===== src/rtl/dvfs_ramp_sequencer.sv =====
// Walks one power domain's voltage/frequency codes toward a requested target, one code step at a time.
// Voltage rises before and falls after any frequency move; each step waits for settle time (and pgood on voltage).
module dvfs_ramp_sequencer #(
    parameter int VW       = 2,
    parameter int FW       = 3,
    parameter int RST_V    = 1,
    parameter int RST_F    = 2,
    parameter int V_SETTLE = 8,
    parameter int F_SETTLE = 4,
    parameter int V_TMO    = 64
) (
    input  logic          clk,
    input  logic          rst_n,
    input  logic [VW-1:0] tgt_v,
    input  logic [FW-1:0] tgt_f,
    input  logic          tgt_valid,
    output logic          tgt_ready,
    input  logic          vr_pgood,
    output logic [VW-1:0] cur_v,
    output logic [FW-1:0] cur_f,
    output logic          busy,
    output logic          done,
    output logic          err
);
    localparam int SMAX = (V_SETTLE > F_SETTLE) ? V_SETTLE : F_SETTLE;
    localparam int SW   = $clog2(SMAX + 1);
    localparam int TW   = $clog2(V_TMO + 1);

    typedef enum logic [2:0] {
        S_IDLE, S_SEL, S_V_UP, S_F_ADJ, S_V_DOWN, S_WAIT_V, S_WAIT_F, S_DONE
    } state_t;

    state_t        state, state_nxt;
    logic [VW-1:0] t_v;
    logic [FW-1:0] t_f;
    logic [SW-1:0] settle;
    logic [TW-1:0] tmo;
    logic          v_timeout;

    always_ff @(posedge clk or negedge rst_n) begin
        if (!rst_n) state <= S_IDLE;
        else        state <= state_nxt;
    end

    always_comb begin
        state_nxt = state;
        case (state)
            S_IDLE:   if (tgt_valid) state_nxt = S_SEL;
            S_SEL: begin
                if (t_v > cur_v)       state_nxt = S_V_UP;
                else if (t_f != cur_f) state_nxt = S_F_ADJ;
                else if (t_v < cur_v)  state_nxt = S_V_DOWN;
                else                   state_nxt = S_DONE;
            end
            S_V_UP, S_V_DOWN: state_nxt = S_WAIT_V;
            S_F_ADJ:  state_nxt = S_WAIT_F;
            S_WAIT_V: begin
                if (settle == '0 && vr_pgood) state_nxt = S_SEL;
                else if (v_timeout)           state_nxt = S_DONE;
            end
            S_WAIT_F: if (settle == '0) state_nxt = S_SEL;
            S_DONE:   state_nxt = S_IDLE;
            default:  state_nxt = S_IDLE;
        endcase
    end

    // tmo always outlives settle, so tmo==0 only fires once settle has also expired
    always_comb begin
        tgt_ready = (state == S_IDLE);
        v_timeout = (state == S_WAIT_V) && (tmo == '0) && !vr_pgood;
    end

    always_ff @(posedge clk or negedge rst_n) begin
        if (!rst_n) begin
            cur_v  <= VW'(RST_V);
            cur_f  <= FW'(RST_F);
            t_v    <= VW'(RST_V);
            t_f    <= FW'(RST_F);
            settle <= '0;
            tmo    <= '0;
            busy   <= 1'b0;
            done   <= 1'b0;
            err    <= 1'b0;
        end else begin
            busy <= (state_nxt != S_IDLE);
            done <= (state_nxt == S_DONE);
            case (state)
                S_IDLE: if (tgt_valid) begin
                    t_v <= tgt_v;
                    t_f <= tgt_f;
                    err <= 1'b0;
                end
                S_V_UP, S_V_DOWN: begin
                    cur_v  <= (state == S_V_UP) ? cur_v + 1'b1 : cur_v - 1'b1;
                    settle <= SW'(V_SETTLE - 1);
                    tmo    <= TW'(V_TMO - 1);
                end
                S_F_ADJ: begin
                    cur_f  <= (t_f > cur_f) ? cur_f + 1'b1 : cur_f - 1'b1;
                    settle <= SW'(F_SETTLE - 1);
                end
                S_WAIT_V: begin
                    if (settle != '0) settle <= settle - 1'b1;
                    if (tmo != '0)    tmo    <= tmo - 1'b1;
                    if (v_timeout)    err    <= 1'b1;
                end
                S_WAIT_F: if (settle != '0) settle <= settle - 1'b1;
                default: ;
            endcase
        end
    end
endmodule


===== config.mk =====
export PLATFORM = sky130hd
export DESIGN_NAME = dvfs_ramp_sequencer
export DESIGN_NICKNAME = d
export VERILOG_FILES = /design/src/rtl/dvfs_ramp_sequencer.sv
export SDC_FILE = /design/constraint.sdc
export NUM_CORES = 1
export LEC_CHECK = 0
export CAP_MARGIN = 20
export CORE_UTILIZATION = 40
export DETAILED_ROUTE_END_ITERATION = 8
export DONT_BUFFER_PORTS = 1
export PLACE_DENSITY_LB_ADDON = 0.3
export SETUP_SLACK_MARGIN = 0.5
export SLEW_MARGIN = 20
export SYNTH_ARGS = -nofsm -noshare
export SYNTH_HDL_FRONTEND = slang
export SYNTH_SLANG_ARGS = --single-unit

===== constraint.sdc =====
create_clock -name clk -period 2.8 [get_ports clk]
set_clock_uncertainty 0.15 [all_clocks]
set_input_delay 0.28 -clock clk [delete_from_list [all_inputs] [get_ports clk]]
set_output_delay 0.28 -clock clk [all_outputs]
set_load 0.01 [all_outputs]

; ---- Yosys cells after proc, flatten, opt, wreduce, memory -nomap -nowiden
; Index checks and enable logic that the tools add are counted.
[totals]
reg_bits = 27
latch_bits = 0
ram_bits = 0
romBits = 0
input_bits = 9
out_inout_bits = 9
elab_cells = 68
memories = 0
[op_classes]
addsub = 6
n_mul = 0
n_div = 0
n_lt_le_gt_ge = 3
n_eq_ne = 13
shifts = 0
mux = 17
bitwise = 0
n_reduce_logical = 19
[op_table]
columns = operator, n
row1 = 3-bit 2-to-1 mux, 7
row2 = 3-bit one-hot mux with 7 select lines, 1
row3 = "3-bit == test, second input constant", 5
row4 = 7-bit one-hot mux with 2 select lines, 1
row5 = 4-bit one-hot mux with 3 select lines, 1
row6 = 7-bit zero test, 1
row7 = 7-bit 2-to-1 mux, 1
row8 = 7-bit nonzero test, 1
row9 = "7-bit by 1-bit subtractor with 7-bit output, second input constant", 1
row10 = "3-bit by 2-bit == test with 1-bit output, second input constant", 2
row11 = 2-bit AND reduction, 3
row12 = 3-bit nonzero test, 2
row13 = 4-bit zero test, 1
row14 = 2-bit 2-to-1 mux, 2
row15 = 4-bit 2-to-1 mux, 1
row16 = "2-bit by 1-bit inequality test with 1-bit output, second input constant", 2
row17 = "2-bit inequality test, second input constant", 2
row18 = 2-bit nonzero test, 2
row19 = 4-bit nonzero test, 1
row20 = 2-bit OR reduction, 2
row21 = "4-bit by 1-bit subtractor with 4-bit output, second input constant", 1
row22 = "3-bit by 1-bit adder with 3-bit output, second input constant", 1
row23 = "3-bit by 1-bit == test with 1-bit output, second input constant", 1
row24 = 3-bit > comparator, 1
row25 = 12 further kinds, 15

; ---- Longest topological paths before layout
[depth]
ltp_word = 7
ltp_mapped = 10
depth_no_buf = 10

; ---- Least setup slack after synthesis
; OpenSTA, ideal clock, no wires.
[synth_path]
path_type = register to register
from = reg cur_f[1]
to = reg cur_f[2]
setup_ps = 146
arrival_ps = 2375
t_required_ps = 2504
slack_ps = 129
stages_incl_launch_ff = 11
n_path_buf = 0
period_less_slack_ps = 2671
path_cell_list = dfstp_2 > inv_1 > ha_1 > nor2b_1 > o21ai_0 > a21o_1 > fa_1 > nor4_1 > nand3_1 > nand3b_1 > o311ai_0
[synth_via]
elab_chain_cells = 2
elab_cells_between_ends = 4
cone_classes = add/sub: 2 / order compare: 1 / mux: 1
[synth_lines]
columns = element, line_no
row1 = start: declaration, 20  ; output logic [FW-1:0] cur_f,
row2 = start signal: assignment, 76  ; cur_f <= FW'(RST_F);
row3 = start signal: assignment, 99  ; cur_f <= (t_f > cur_f) ? cur_f + 1'b1 : cur_f - 1'b1;
row4 = "3-bit by 1-bit subtractor with 3-bit output, or another cell as far along", 99
row5 = 3-bit 2-to-1 mux *, 99
; Every way passes the cells marked *; elsewhere a longest branch is shown, timed or not.
; A chain may end at the register's enable or synchronous reset.

; ---- Worst setup path after layout
; Ends and elaborated chain as after synthesis.

==> metrics.txt <==
Rows 22; DP Wirelength between 2000 and 2500 microns; antenna violations before repair 0; WL final 3310 microns; Post-synth EDFFs 0; final cycle utilization of the critical path 89.2%; Core ar. around 3800 sq um; clock period minus worst slack 2.50 ns; Yosys cell types between 40 and 50; grt ovf 0; syn avg cell area approximately 9.6 sq um; share of the synthesized area in the top cell type 34.9%; Cells after DPL 215; crit path DAT 2.52 ns; outcome complete, no violations; sequential cell area fraction in the yosys report about two fifths; Overall Global Routing Usage ~17%; power per cell area between 1000 and 1500 nW/um^2; DRT Pass-1 Iters 4; IO Pins 18; Root Driver clkbuf_8; f_max about 0.40 GHz; Die Wd 66.2 microns; CTS HTree Levels 1; largest net degree at the start of global routing 28; endpoint class of the critical path register; critical path class reg2reg; synth top area cells dfrtp_1, ha_1, dfstp_2; synthesized flop and latch total 27; Avg Vias per Cell about 5.5; largest area contributor in the netlist dfrtp_1; port bufs 0; height of the die 66.2 microns; Fillers approximately 350; Worst slew margin 58.9%; RSZ-0062 raised after global routing yes; worst hold path class in2reg; final setup fails 0; total power roughly 2.1 mW; Async SR Flop Fraction between 90% and 100%; leakage roughly 0.8 nW; Max FO, Critical Path 4; CP Launch Type register; Post-Synthesis Cells around 170; Syn Nets 191; CTS tree done; yosys warns 0; Post-DP Area roughly 1700 sq um; Max Root-Sink Buffers 2; Final Max Tran Viols 0; Main synth FF type dfrtp_1; routed length per placed instance 14.3 microns; number of global-route vias before repair between 1000 and 1500; first-pass GRT wire length about 5800 microns; Initial Utilization between 40% and 50%; actual slew at the worst max-slew pin roughly 0.62 ns; hold_ws between 0.08 and 0.09 ns; MaxCap Viol Count 0; clk slew on worst S/H paths about 0.09 ns; DRT iter0 DRCs 52; vias between 1000 and 1500; Peak VDD IR roughly 0.00047 V; Clk Latency, worst-skew pair between 0.2 and 0.3 ns; nets approximately 200; Layout area overhead 15.1%; Final Hold Fails 0; setup_tns 0 ns; ANT nets after route 0; DRC 0; total CTS buffers 3; share of post-route cells with drive strength above 1 20.1%; DIE AREA between 4000 and 5000 sq um; # clock sinks 27; Critical Path RT between 2 and 3 ns; ant diodes 0; Mapped Area 1650 sq um; most frequent cells in the layout dfrtp_1, inv_1, nand2_1; final cell area excluding filler cells roughly 1900 sq um; GPL Wtd Cong just over 0.8; most common cell after layout, fill and taps aside dfrtp_1; Non-Filler Instances about 230
-- sequential cells by signal (all words and copies together) (netlist names) --
name / flops
t_f: 3
busy: 1
settle: 4
cur_v: 2
err: 1
cur_f: 3
tmo: 7
done: 1
state: 3
t_v: 2
-- final cells by class --
| class | instances | area, sq um | area share (%) |
|---|---|---|---|
| clock buffers | 3 | 41.3 | 2.18 |
| clock inverters | 1 | 5.00 | 0.264 |
| inverters | 18 | 67.6 | 3.56 |
| multi-input cells | 121 | 911 | 48.0 |
| flip-flops and latches | 27 | 681 | 35.9 |
| well taps | 48 | 60.1 | 3.16 |
| repair buffers | 14 | 133 | 6.99 |
-- per-layer routing --
| metal | vias up | track usage [%] | share of wire [%] |
|---|---|---|---|
| met5 | - | 0 | 0 |
| met4 | 0 | 7.18 | 1.4 |
| met3 | 5 | 3.62 | 3.1 |
| met2 | 17 | 27.2 | 48 |
| met1 | 618 | 23.4 | 47 |
| li1 | 628 | - | - |
-- path summary, 6_finish.rpt --
path                       startpoint  cells after the start  slack (ns)         to
setup / recovery             cur_f[1]                     11        0.30   cur_f[2]
hold / removal               vr_pgood                      2        0.09        err
setup reg to reg             cur_f[1]                     11        0.30   cur_f[2]
hold reg to reg                t_f[0]                      1        0.36     t_f[0]
max in group asynchronous       rst_n                      2        1.98   cur_f[1]
min in group asynchronous       rst_n                      2        0.29  settle[3]
-- kinds of logic (layout without fill, tap and decap cells) --
| logic type | Yosys count | in the layout | synth area share (%) |
|---|---|---|---|
| xor+xnor | 9 | 9 | 4.78 |
| compound gates | 38 | 38 | 15.6 |
| buf+inv | 24 | 36 | 5.99 |
| flops | 27 | 27 | 41.3 |
| mux | 7 | 7 | 4.70 |
| fa+ha+maj | 10 | 10 | 8.04 |
| simple gates | 57 | 57 | 19.7 |
-- through the flow --
| stage | utilization (%) | setup slack (ns) |
|---|---|---|
| after floorplan | - | 0.329 |
| after global placement | 44.6 | 0.256 |
| after detailed placement | 44.6 | 0.101 |
| after CTS | 49.2 | 0.298 |
| after global routing | 50.0 | 0.205 |
| final | 50.0 | 0.302 |
-- synth_stat cells, types with 2 or more instances --
cell and count:
a21o_1 3, a21oi_1 14, buf_2 4, dfrtp_1 23
dfstp_2 4, ha_1 9, inv_1 18, mux2_2 6
nand2_1 16, nand2b_1 2, nand3_1 7, nand3b_1 2
nor2_1 6, nor2b_1 3, nor3_1 9, nor4_1 2
o21a_1 2, o21ai_0 4, o22ai_1 2, o311ai_0 3
xnor2_1 5, xor2_1 4
-- power by group --
group          internal (mW)  leakage [nW]  switching [mW]  total (mW)
Clock                 0.0997        0.0255           0.118       0.218
Combinational          0.529         0.473           0.561        1.09
Sequential             0.567         0.300           0.257       0.823
-- worst max-delay path, cell delays in order, from the launching register on --
cell and delay (ns):
dfstp_2 0.62, inv_2 0.06, ha_4 0.27, nor2b_4 0.13, o21ai_2 0.06, a21o_1 0.21, fa_2 0.38, buf_4 0.15
nand4_1 0.06, a21oi_1 0.06, nand3b_1 0.17, o311ai_1 0.08
-- repair_timing --
action	4_1_cts	5_1_grt
resized for setup	5	0
endpoints found under the hold margin	32	0
setup endpoints to repair	2	5
buffers inserted	2	4
hold buffers	7	0
pin swaps	4	0
No activity file was read; power rests on OpenSTA's default activity.
